===== src/rtl/spin_state_interleaver_pkg.sv =====
// Shared types and defaults for the spin-state capture buffer.
// Defaults follow the galena macro readout: two snapshot sets of NUM_SPIN spins.
package spin_state_interleaver_pkg;

    localparam int DEF_NUM_SPIN    = 256;
    localparam int SPIN_ICON_DEPTH = 2;
    localparam int DEF_NUM_CH      = 2;
    localparam int DEF_DEPTH       = SPIN_ICON_DEPTH;

    typedef enum logic [1:0] {
        IDLE  = 2'd0,
        FILL  = 2'd1,
        DRAIN = 2'd2
    } state_e;

    // Round-robin interleave: round r of channel c lands at r*num_ch + c.
    function automatic int entry_idx(input int rnd, input int ch, input int num_ch);
        return rnd * num_ch + ch;
    endfunction

endpackage


===== src/rtl/spin_state_cmp.sv =====
// Readout checker: counts accepted entries whose state differs from the
// reference snapshot. Cleared by clr_i; holds its value otherwise.
module spin_state_cmp #(
    parameter int NUM_SPIN = 256,
    parameter int CW       = 2
)(
    input  logic                clk_i,
    input  logic                rst_ni,
    input  logic                clr_i,
    input  logic                en_i,
    input  logic [NUM_SPIN-1:0] obs_i,
    input  logic [NUM_SPIN-1:0] ref_i,
    output logic [CW-1:0]       cnt_o
);

    logic [CW-1:0] r_cnt;

    always_ff @(posedge clk_i or negedge rst_ni) begin
        if (!rst_ni) begin
            r_cnt <= '0;
        end else if (clr_i) begin
            r_cnt <= '0;
        end else if (en_i && (obs_i != ref_i)) begin
            r_cnt <= r_cnt + CW'(1);
        end
    end

    assign cnt_o = r_cnt;

endmodule


===== src/rtl/spin_state_interleaver.sv =====
// Captures NUM_CH snapshot streams into one interleaved memory, then streams it out.
// Optional readout compare against ref_state_i is enabled by SPIN_STATE_CMP_EN.
module spin_state_interleaver
    import spin_state_interleaver_pkg::*;
#(
    parameter  int NUM_SPIN = DEF_NUM_SPIN,
    parameter  int NUM_CH   = DEF_NUM_CH,
    parameter  int DEPTH    = DEF_DEPTH,
    localparam int IW       = (DEPTH > 1) ? $clog2(DEPTH) : 1,
    localparam int MCW      = $clog2(DEPTH + 1)
)(
    input  logic                             clk_i,
    input  logic                             rst_ni,
    input  logic                             start_i,
    input  logic [NUM_CH-1:0]                in_valid_i,
    output logic [NUM_CH-1:0]                in_ready_o,
    input  logic [NUM_CH-1:0][NUM_SPIN-1:0]  in_state_i,
    output logic                             out_valid_o,
    input  logic                             out_ready_i,
    output logic [NUM_SPIN-1:0]              out_state_o,
    output logic [IW-1:0]                    out_idx_o,
    output logic                             busy_o,
    output logic                             done_o
`ifdef SPIN_STATE_CMP_EN
    ,
    input  logic [NUM_SPIN-1:0]              ref_state_i,
    output logic [MCW-1:0]                   mismatch_cnt_o
`endif
);

    localparam int ROUNDS = DEPTH / NUM_CH;
    localparam int CW     = $clog2(ROUNDS + 1);

    state_e                   r_state;
    logic [NUM_CH-1:0][CW-1:0] r_wr_cnt;
    logic [IW-1:0]            r_rd_idx;
    logic                     r_done;
    logic [NUM_SPIN-1:0]      r_mem [DEPTH];

    logic [NUM_CH-1:0]        w_wr_fire;
    logic [NUM_CH-1:0]        w_ch_full_nxt;
    logic                     w_fill_last;
    logic                     w_rd_fire;
    logic                     w_drain_last;

    for (genvar c = 0; c < NUM_CH; c++) begin : g_ch
        assign in_ready_o[c]    = (r_state == FILL) && (r_wr_cnt[c] < CW'(ROUNDS));
        assign w_ch_full_nxt[c] = (r_wr_cnt[c] + CW'(w_wr_fire[c])) == CW'(ROUNDS);
    end

    assign w_wr_fire    = in_valid_i & in_ready_o;
    // Looking at post-write counts lets DRAIN start the cycle after the last write.
    assign w_fill_last  = &w_ch_full_nxt;
    assign w_rd_fire    = out_valid_o && out_ready_i;
    assign w_drain_last = w_rd_fire && (r_rd_idx == IW'(DEPTH - 1));

    always_ff @(posedge clk_i or negedge rst_ni) begin
        if (!rst_ni) begin
            r_state  <= IDLE;
            r_wr_cnt <= '0;
            r_rd_idx <= '0;
            r_done   <= 1'b0;
        end else begin
            r_done <= 1'b0;
            if (start_i) begin
                r_state  <= FILL;
                r_wr_cnt <= '0;
                r_rd_idx <= '0;
            end else begin
                case (r_state)
                    IDLE: ;
                    FILL: begin
                        for (int c = 0; c < NUM_CH; c++) begin
                            if (w_wr_fire[c]) r_wr_cnt[c] <= r_wr_cnt[c] + CW'(1);
                        end
                        if (w_fill_last) r_state <= DRAIN;
                    end
                    DRAIN: begin
                        if (w_drain_last) begin
                            r_state  <= IDLE;
                            r_rd_idx <= '0;
                            r_done   <= 1'b1;
                        end else if (w_rd_fire) begin
                            r_rd_idx <= r_rd_idx + IW'(1);
                        end
                    end
                    default: r_state <= IDLE;
                endcase
            end
        end
    end

    // Per-channel write addresses never collide, so all channels may write at once.
    always_ff @(posedge clk_i or negedge rst_ni) begin
        if (!rst_ni) begin
            for (int i = 0; i < DEPTH; i++) r_mem[i] <= '0;
        end else begin
            for (int c = 0; c < NUM_CH; c++) begin
                if (!start_i && w_wr_fire[c])
                    r_mem[IW'(entry_idx(int'(r_wr_cnt[c]), c, NUM_CH))] <= in_state_i[c];
            end
        end
    end

    assign out_valid_o = (r_state == DRAIN);
    assign out_state_o = out_valid_o ? r_mem[r_rd_idx] : '0;
    assign out_idx_o   = r_rd_idx;
    assign busy_o      = (r_state != IDLE);
    assign done_o      = r_done;

`ifdef SPIN_STATE_CMP_EN
    spin_state_cmp #(
        .NUM_SPIN (NUM_SPIN),
        .CW       (MCW)
    ) u_cmp (
        .clk_i    (clk_i),
        .rst_ni   (rst_ni),
        .clr_i    (start_i),
        .en_i     (w_rd_fire),
        .obs_i    (out_state_o),
        .ref_i    (ref_state_i),
        .cnt_o    (mismatch_cnt_o)
    );
`endif

endmodule


===== config.mk =====
export PLATFORM = sky130hd
export DESIGN_NAME = spin_state_interleaver
export DESIGN_NICKNAME = d
export VERILOG_FILES = /design/src/rtl/spin_state_interleaver_pkg.sv /design/src/rtl/spin_state_cmp.sv /design/src/rtl/spin_state_interleaver.sv
export SDC_FILE = /design/constraint.sdc
export NUM_CORES = 1
export LEC_CHECK = 0
export CORE_AREA = 3 3 299 301
export DETAILED_ROUTE_END_ITERATION = 10
export DIE_AREA = 0 0 302 304
export PLACE_DENSITY = 0.4
export SYNTH_ARGS = -nofsm -noshare
export SYNTH_HDL_FRONTEND = slang
export SYNTH_SLANG_ARGS = --single-unit

===== constraint.sdc =====
create_clock -name clk_i -period 2.9 [get_ports clk_i]
set_input_delay 0.58 -clock clk_i [delete_from_list [all_inputs] [get_ports clk_i]]
set_output_delay 0.58 -clock clk_i [all_outputs]
set_load 0.01 [all_outputs]

==> metrics.txt, run 1 <==
Starting Density=0.146; CP Data Arrival Time=2.27 ns; area post-placement=19200 um^2; WP buf/inv=5; post-synthesis sequential area ratio=0.517; worst path cell trace=nand2b_4, nor2_4, buf_12, buf_16, buf_8, clkbuf_16, and2_1, dlygate4sd2_1; Worst R2R End=r_mem[492]; worst reg-to-reg setup slack=0.67 ns; vias in the first global route=9855; share of layout cells above drive strength 1=0.346; crit-path leading delay family=buffers and inverters; Final HPWL DP=34700 um; Area growth syn-to-layout=64.8%; H-Tree Depth=2; synthesized instance count=853; Slew @ Worst Pin=0.604 ns; largest net degree at the start of global routing=69; clk_skew=0.0125 ns; Num CTS Buffers=37; CP Capture Type=output port; crit path launch=r_state[0]; Fmax=351 MHz; WS Path Type=reg2out; cell depth of the worst flop-to-flop path=5; area of the mapped netlist=12700 um^2; Slew HR=0.597; routability cong.=0.746; CTS max path bufs=3; Slew Limit Fails=0; Reg clk slew, reported paths=0.05 ns; Post-Route WL=50200 um; worst r2r src=r_state[1]; Residual DRC=0; most frequent cells in the layout=266 x clkdlybuf4s50_1, 260 x dfrtp_1, 241 x and2_1; syn nets=1371; drt wl/cell=19.3 um; worst hold path cell count=1; Synth Area per Inst=14.9 um^2; clock latency at the later pin of the worst-skew pair=0.52 ns; Port Buf Inserts=523; synth unique cells=24; core box area=86900 um^2; Final min period=2.85 ns; Hold EP=r_mem[392]; leading cell type in the layout, fill and taps excluded=clkdlybuf4s50_1; RSZ-0062 raised after global routing=yes; Placed Cells=2510; max cap viols=0; NumNets Final=1939; Die Area=91800 um^2; Hold WC Path Type=reg2reg; Via-to-Cell Ratio=3.38; Max FO, Critical Path=20; final hold vios=0; worst hold margin=0.498 ns; design area=20900 um^2; startpoint types=flop; final non-filler cell total=2604; Leak Pwr=11.6 nW; yosys warns=0; CP max stage delay=0.41 ns; CP max stage cell=dfrtp_2; Die X=302 um; total clock sinks=262; worst vdd ir=0.332 mV; post-route setup slack=0.0527 ns; Synth Register Bits=262; initial antenna violation count=9; drt first-iter violations=253; CP Depth=8; # IOs=780; # rows=108; Die H=304 um; first-pass iteration count of the detailed router=4; Clock Tree Root=clkbuf_16; Total GRT Usage=0.104; pre-CTS setup slack=0.167 ns; Routed Antenna Nets=0; Min-Delay Startpoint=r_mem[392]; period utilisation layout=0.982; status=finished, final reports clean; power per cell area=639 nW/um^2; CTS tree=yes; global route overflow=0; Critical Path RT=2.32 ns; # fillers=9183; vias=8794; first-pass GRT wire length=71000 um; final setup vio count=0
[sequential cells by signal (all words and copies together), names as in the netlist]
name and flops:
done_o 1, out_idx_o 1, r_mem 256, r_state 2
r_wr_cnt 2
[how the worst max path moves through the flow]
stage | endpoint | slack [ns]
after floorplan | out_state_o[0] | 0.90
after global placement | out_state_o[183] | 0.17
after detailed placement | out_state_o[181] | 0.17
after CTS | out_state_o[10] | -0.27
after global routing | out_state_o[17] | -0.07
final | out_state_o[17] | 0.05
[cells in the mapped netlist (all sizes together)]
master / count / area, um^2
mux2: 256 / 3780
inv: 1 / 3.75
a21o: 1 / 7.51
nand3b: 1 / 7.51
nor2b: 1 / 6.26
or4b: 1 / 13.8
nand2: 1 / 3.75
nor2: 7 / 26.3
a2bb2oi: 1 / 8.76
dfrtp: 262 / 6560
nand2b: 2 / 20.0
a21oi: 2 / 10.0
xor2: 1 / 8.76
or2: 1 / 6.26
clkbuf: 27 / 101
nor3: 1 / 5.00
and2: 256 / 1600
buf: 30 / 517
o22ai: 1 / 6.26
[power by group]
group | switching [mW] | total (mW) | internal, mW
registers | 0.657 | 5.48 | 4.82
clock network | 1.78 | 4.84 | 3.06
logic | 0.872 | 3.04 | 2.17
[metal layers]
layer | GRT usage | wire length, um | vias to the layer above | share of wire
li1 | - | - | 3970 | -
met1 | 0.124 | 20500 | 4360 | 0.41
met2 | 0.167 | 23300 | 398 | 0.46
met3 | 0.0483 | 5250 | 62 | 0.10
met4 | 0.0282 | 1170 | 4 | 0.023
met5 | 0 | 27 | - | 0.00054
[kinds of logic (layout without fill, tap and decap cells)]
kind of cell | Yosys count | after routing | share of synthesized area
compound gates | 5 | 5 | 0.00256
xor+xnor | 1 | 1 | 0.000690
buf+inv | 58 | 652 | 0.0490
flops | 262 | 262 | 0.517
mux | 256 | 256 | 0.298
other cells | 0 | 2 | 0
simple gates | 271 | 271 | 0.133
[worst reg2reg max path, stage by stage (launching register included)]
cell and delay [ns]:
dfrtp_2 0.44, nand2b_4 0.18, or4b_4 0.56, buf_12 0.21
buf_12 0.34, mux2_4 0.37
[final cells by class]
cell class / count / area, um^2 / share of cell area
Timing Repair Buffer: 586 / 6050 / 0.289
Multi-Input combinational cell: 533 / 5570 / 0.266
Clock inverter: 13 / 195 / 0.00933
Inverter: 1 / 3.75 / 0.000179
Tap cell: 1155 / 1450 / 0.0691
Sequential cell: 262 / 6560 / 0.314
Antenna cell: 2 / 5.00 / 0.000239
Clock buffer: 52 / 1090 / 0.0522
[metrics by stage]
step	power [mW]	utilization	setup TNS, ns
3_3_place_gp	8.50	0.221	0
5_1_grt	14.1	0.241	-0.0824
4_1_cts	13.7	0.238	-23.70
2_1_floorplan	7.35	-	0
3_5_place_dp	8.55	0.221	0
6_report	13.4	0.241	0
[timing repair]
item	in CTS	in global routing
endpoints found under the hold margin	4	0
setup buffers	5	9
gates resized for setup	245	287
pin swaps	1	1
endpoints found under the setup margin	255	246
gates cloned	6	6
hold buffers	1	0
Power figures use the tool's default switching activity.
==> run 2, diff against run 1 <==
Settings changed: CTS_CLUSTER_SIZE set to 14, SLEW_MARGIN set to 0, SYNTH_HIERARCHICAL set to 1.
==> run 2 against run 1 <==
- clock skew rose by 0.0051 ns
- sequential power about the same
- critical endpoint is now out_state_o[253]
- largest cell class unchanged
- area after synthesis unchanged
==> metrics.txt, run 2 <==
vias=8700 (-1.1%); # rows=108 (unchanged); worst reg-to-reg setup slack=0.64 ns (-0.03 ns); synth unique cells=24 (unchanged); NumNets Final=1930 (-0.46%); Fmax=360 MHz (+2.6%); most common cell in the synthesized netlist=dfrtp_1; worst hold margin=0.497 ns (-0.00101 ns); Slew @ Worst Pin=0.599 ns (-0.00515 ns); async set or reset register ratio after synthesis=1.00 (unchanged); worst hold path cell count=1 (unchanged); area post-placement=19200 um^2 (unchanged); post-synthesis sequential area ratio=0.517 (unchanged); Final min period=2.77 ns (-0.0724 ns); total clock sinks=262 (unchanged); Critical Path RT=2.32 ns (about the same); top flop regs=r_mem (256), r_state (2), r_wr_cnt (2); Leak Pwr=10.1 nW (-13%); Largest Register=r_mem; power per cell area=644 nW/um^2 (+0.76%); Residual DRC=0 (unchanged); final non-filler cell total=2599 (-0.19%); leading cell type in the layout, fill and taps excluded=clkdlybuf4s50_1; Clock Tree Root=clkbuf_16; Placed Cells=2510 (unchanged); design area=20700 um^2 (-1.2%); Synth area leader=dfrtp_1; sequential cell area=6560 um^2 (about the same); Reg clk slew, reported paths=0.06 ns (about the same); clock latency at the later pin of the worst-skew pair=0.54 ns (+0.02 ns); met2 GRT Util=0.166 (-0.000479); core box area=86900 um^2 (unchanged); Total GRT Usage=0.104 (+0.000390); area of the mapped netlist=12700 um^2 (unchanged); met1 Use GR=0.124 (about the same); cell depth of the worst flop-to-flop path=5 (unchanged); Die X=302 um (unchanged); Num CTS Buffers=37 (unchanged); CTS tree=yes; CTS max path bufs=3 (unchanged); yosys warns=6 (+6); Slew Limit Fails=0 (unchanged); synthesized instance count=853 (unchanged); drt wl/cell=18.9 um (-2.1%); Min-Delay Startpoint=r_mem[327]; Post-synth EDFFs=0 (unchanged); top cells by area, synth=dfrtp_1 52%, mux2_4 28%, and2_1 13%; initial antenna violation count=8 (-1); Synth top area share=0.517 (unchanged); H-Tree Depth=2 (unchanged); WS Path Type=reg2out; worst vdd ir=0.325 mV (-2.1%); # fillers=9248 (+0.71%); status=finished, final reports clean; Synth Area per Inst=14.9 um^2 (unchanged); final hold vios=0 (unchanged); CP Capture Type=output port; M3 GR Usage=0.0495 (+0.00121); global route overflow=0 (unchanged); Die Area=91800 um^2 (unchanged); RSZ-0062 raised after global routing=no; most used routing layer in global routing=met2; Starting Density=0.146 (unchanged); final setup vio count=0 (unchanged); Final HPWL DP=34700 um (unchanged); drt first-iter violations=266 (+5.1%); share of layout cells above drive strength 1=0.334 (-0.0117); Slew HR=0.601 (+0.00343); routability cong.=0.746 (unchanged); CP Data Arrival Time=2.19 ns (-0.08 ns); max reg flops=256 (unchanged); Hold WC Path Type=reg2reg; Synth Register Bits=262 (unchanged); Port Buf Inserts=523 (unchanged); Post-Route WL=49100 um (-2.3%); Max FO, Critical Path=10 (-50%); period utilisation layout=0.957 (-0.0250); first-pass GRT wire length=71200 um (+0.28%); Via-to-Cell Ratio=3.35 (-0.88%); most frequent cells in the layout=266 x clkdlybuf4s50_1, 261 x dfrtp_1, 240 x mux2_4; startpoint types=flop; # IOs=780 (unchanged); syn nets=1371 (unchanged); first-pass iteration count of the detailed router=4 (unchanged); largest net degree at the start of global routing=69 (unchanged); Worst R2R End=r_mem[492]; Hold EP=r_mem[327]; Design Power=13.3 mW (-0.47%); Area growth syn-to-layout=62.8%; Routed Antenna Nets=0 (unchanged); commonest cells in the synthesized netlist=262 x dfrtp_1, 256 x and2_1, 240 x mux2_4, 27 x clkbuf_1, 22 x buf_12; vias in the first global route=9867 (+0.12%); Die H=304 um (unchanged); area taken by multi-input logic gates=5570 um^2 (+0.13%); clk_skew=0.0176 ns (+0.00509 ns); Primary FF master, synth=dfrtp_1; max cap viols=0 (unchanged); worst r2r src=r_state[1]
==> run 2: cell counts after synthesis <==
No cell type changed its count.
==> run 2: metal layers <==
| layer | up-vias | share of wire |
|---|---|---|
| met2 | 403 | 0.45 |
| met3 | 69 | 0.11 |
| li1 | 3949 | - |
| met5 | - | 0.00055 |
| met1 | 4275 | 0.40 |
| met4 | 4 | 0.027 |
==> run 2: timing repair <==
action / in CTS / in global routing
pin swaps: 1 / 1
hold buffers: 1 / 0
setup endpoints to repair: 255 / 133
resized for setup: 474 / 28
gates cloned: 7 / 1
buffers inserted: 8 / 1
endpoints found under the hold margin: 5 / 0
==> run 2: power breakdown <==
part	switching, mW	total (mW)	internal, mW
registers	0.657	5.48	4.82
logic	0.859	3.00	2.14
clock network	1.83	4.82	2.99
==> run 2: per-stage QoR <==
step	util	setup WS, ns	TNS (ns)
2_1_floorplan	-	0.900	0
3_3_place_gp	0.221	0.170	0
3_5_place_dp	0.221	0.167	0
4_1_cts	0.238	-0.170	-1.11
5_1_grt	0.238	0.000539	0
6_report	0.238	0.125	0
==> run 2: worst max-delay path by stage <==
stage	cells after the start	slack [ns]	start	end
6_report	8	0.13	r_state[0]	out_state_o[253]
5_1_grt	7	0.0005	r_state[0]	out_state_o[239]
4_1_cts	7	-0.17	r_state[0]	out_state_o[199]
3_5_place_dp	6	0.17	r_state[0]	out_state_o[181]
3_3_place_gp	6	0.17	r_state[0]	out_state_o[183]
2_1_floorplan	5	0.90	r_state[0]	out_state_o[0]
==> run 2: cells by family after synthesis <==
| group | Yosys count | share of synthesized area |
|---|---|---|
| DFF | 262 | 0.517 |
| and+or+nand+nor | 271 | 0.133 |
| xor gates and xnor gates | 1 | 0.000690 |
| muxes | 256 | 0.298 |
| buffers and inverters | 58 | 0.0490 |
| AOI/OAI and AO/OA | 5 | 0.00256 |
==> run 2: layout make-up <==
type                    count  area share
repair buffers            577       0.280
well taps                1155      0.0699
diodes                      3    0.000363
clock inverters            18     0.00951
flip-flops and latches    262       0.317
multi-input cells         533       0.270
clock buffers              50      0.0526
inverters                   1    0.000182
==> run 2: worst max-delay path, stage by stage, from the launching register on <==
cell	delay (ns)
dfrtp_2	0.41
nand2b_4	0.16
nor2_4	0.10
buf_12	0.13
buf_16	0.16
buf_8	0.15
clkbuf_16	0.16
and2_1	0.13
clkdlybuf4s15_2	0.22
==> variant (config.mk and constraints of run 2) <==
Reset style: synchronous (`rst_ni`), changed in 2 clocked blocks.
--- a/src/rtl/spin_state_interleaver.sv
+++ b/src/rtl/spin_state_interleaver.sv
@@ -56,3 +56,3 @@
 
-    always_ff @(posedge clk_i or negedge rst_ni) begin
+    always_ff @(posedge clk_i) begin
         if (!rst_ni) begin
@@ -93,3 +93,3 @@
     // Per-channel write addresses never collide, so all channels may write at once.
-    always_ff @(posedge clk_i or negedge rst_ni) begin
+    always_ff @(posedge clk_i) begin
         if (!rst_ni) begin
Function: changed (a bounded check fails within 4 cycles, from zero or initial values and one cycle with rst_ni low).
==> variant against run 2 <==
Final cell count grew 64%. Setup slack got worse by 0.094 ns. Sequential cell count increased by 257. Total power rose by 44%. Combinational power shrank 13%. Synthesized area up 130%. Global-route usage grew 13 points. Cell area grew 100%. Sequential power up 62%. Routed wire length rose by 130%. Core utilization rose by 24 points. Clock power rose by 60%. Die area unchanged. Sequential share of layout area rose by 5.9 points. Largest cell class unchanged.
==> variant: results (changes against run 2) <==
CTS buffer count: 66 (+78%)
1st-pass router iterations: 5 (+1)
Final Skew: 0.0134 ns (-0.00423 ns)
largest registers: r_mem x512, r_state x2, r_wr_cnt x2
reg-to-reg startpoint: r_state[0]$_SDFFE_PN0P_
CP max FO: 14 (+4)
vias per cell: 4.93 (+47%)
via count: 21000 (+140%)
initial antenna violation count: 9 (+1)
peak supply drop: 364 uV (+12%)
Final GP Congestion: 0.799 (+7.1%)
post-synthesis net count: 2830 (+110%)
Worst-Margin Slew: 0.896 ns (+0.297 ns)
share of layout cells above drive strength 1: 25.1% (-8.3 points)
top post-synthesis cells by area: edfxtp_1, a211oi_2, mux2i_1, inv_1, nor2_1
status: complete, no violations
Worst R2R Setup Slack: 0.94 ns (+0.30 ns)
period utilization: 98.9% (+3.2 points)
gr usage total: 23.2% (+13 points)
largest net degree at the start of global routing: 116 (+68%)
Post-synth EDFFs: 512 (+512)
syn_area_per_cell: 12.5 um2 (-16%)
crit path DAT: 2.29 ns (+0.10 ns)
Synth async-reset ratio: 0% (-100 points)
clock latency on the worst-skew pair: 0.60 ns (+0.06 ns)
ys flop type: edfxtp_1
Seq/Total Area, Yosys: 53.9% (+2.2 points)
hold_ws: 0.506 ns (+0.00961 ns)
==> variant: routing by layer <==
metal	GRT usage, %	vias to the layer above	routed length (um)
met1	28.4	10600	44700
li1	-	9618	-
met2	41.4	652	57100
met3	3.86	138	5620
met4	7.39	2	3520
met5	0	-	12
==> variant: path summary, 6_finish.rpt <==
check / cells after the start / to
worst max register to register: 4 / r_mem[1][104]$_SDFFCE_PN0P_
worst min-delay path: 2 / r_wr_cnt[1]$_SDFFE_PP0P_
worst max-delay path: 5 / out_state_o[213]
worst min register to register: 2 / r_wr_cnt[1]$_SDFFE_PP0P_
==> variant: what timing repair did <==
action                     CTS  global route
resized for setup          248           104
gates cloned                 7             5
hold endpoints to repair     0             0
buffers inserted            11            15
pin swaps                    0             1
setup endpoints to repair  233           118
==> variant: kinds of logic after synthesis <==
family	after synthesis	share of synthesized area, %
compound gates	519	21.7
buf+inv	744	11.8
mux	257	8.93
simple gates	273	3.75
flops	519	53.9
==> variant: layout make-up <==
cell class | instances | area (um2)
fill | 7945 | 45600
sequential | 519 | 15500
antenna | 8 | 20.0
clock buffer | 95 | 1870
clock inverter | 18 | 105
tap | 1155 | 1450
inverter | 515 | 1930
timing repair buffer | 899 | 9740
multi-input combinational | 1049 | 10600
==> variant: through the flow <==
stage          TNS (ns)  total power [uW]
2_1_floorplan  -2484.67             10200
3_3_place_gp          0             11500
3_5_place_dp          0             11500
4_1_cts           -2.24             19400
5_1_grt          -0.165             19800
6_report              0             19200
==> variant: where the power goes <==
part	switching, uW	internal, uW
combinational	1480	1120
clock	3170	4530
sequential	160	8710
total	4800	14400
==> variant: critical path, cell delays in order (launching register included) <==
cell and delay [ns]:
dfxtp_4 0.41, buf_4 0.17, clkbuf_16 0.21, mux2i_1 0.10, nor2_2 0.20, clkdlybuf4s50_1 0.59
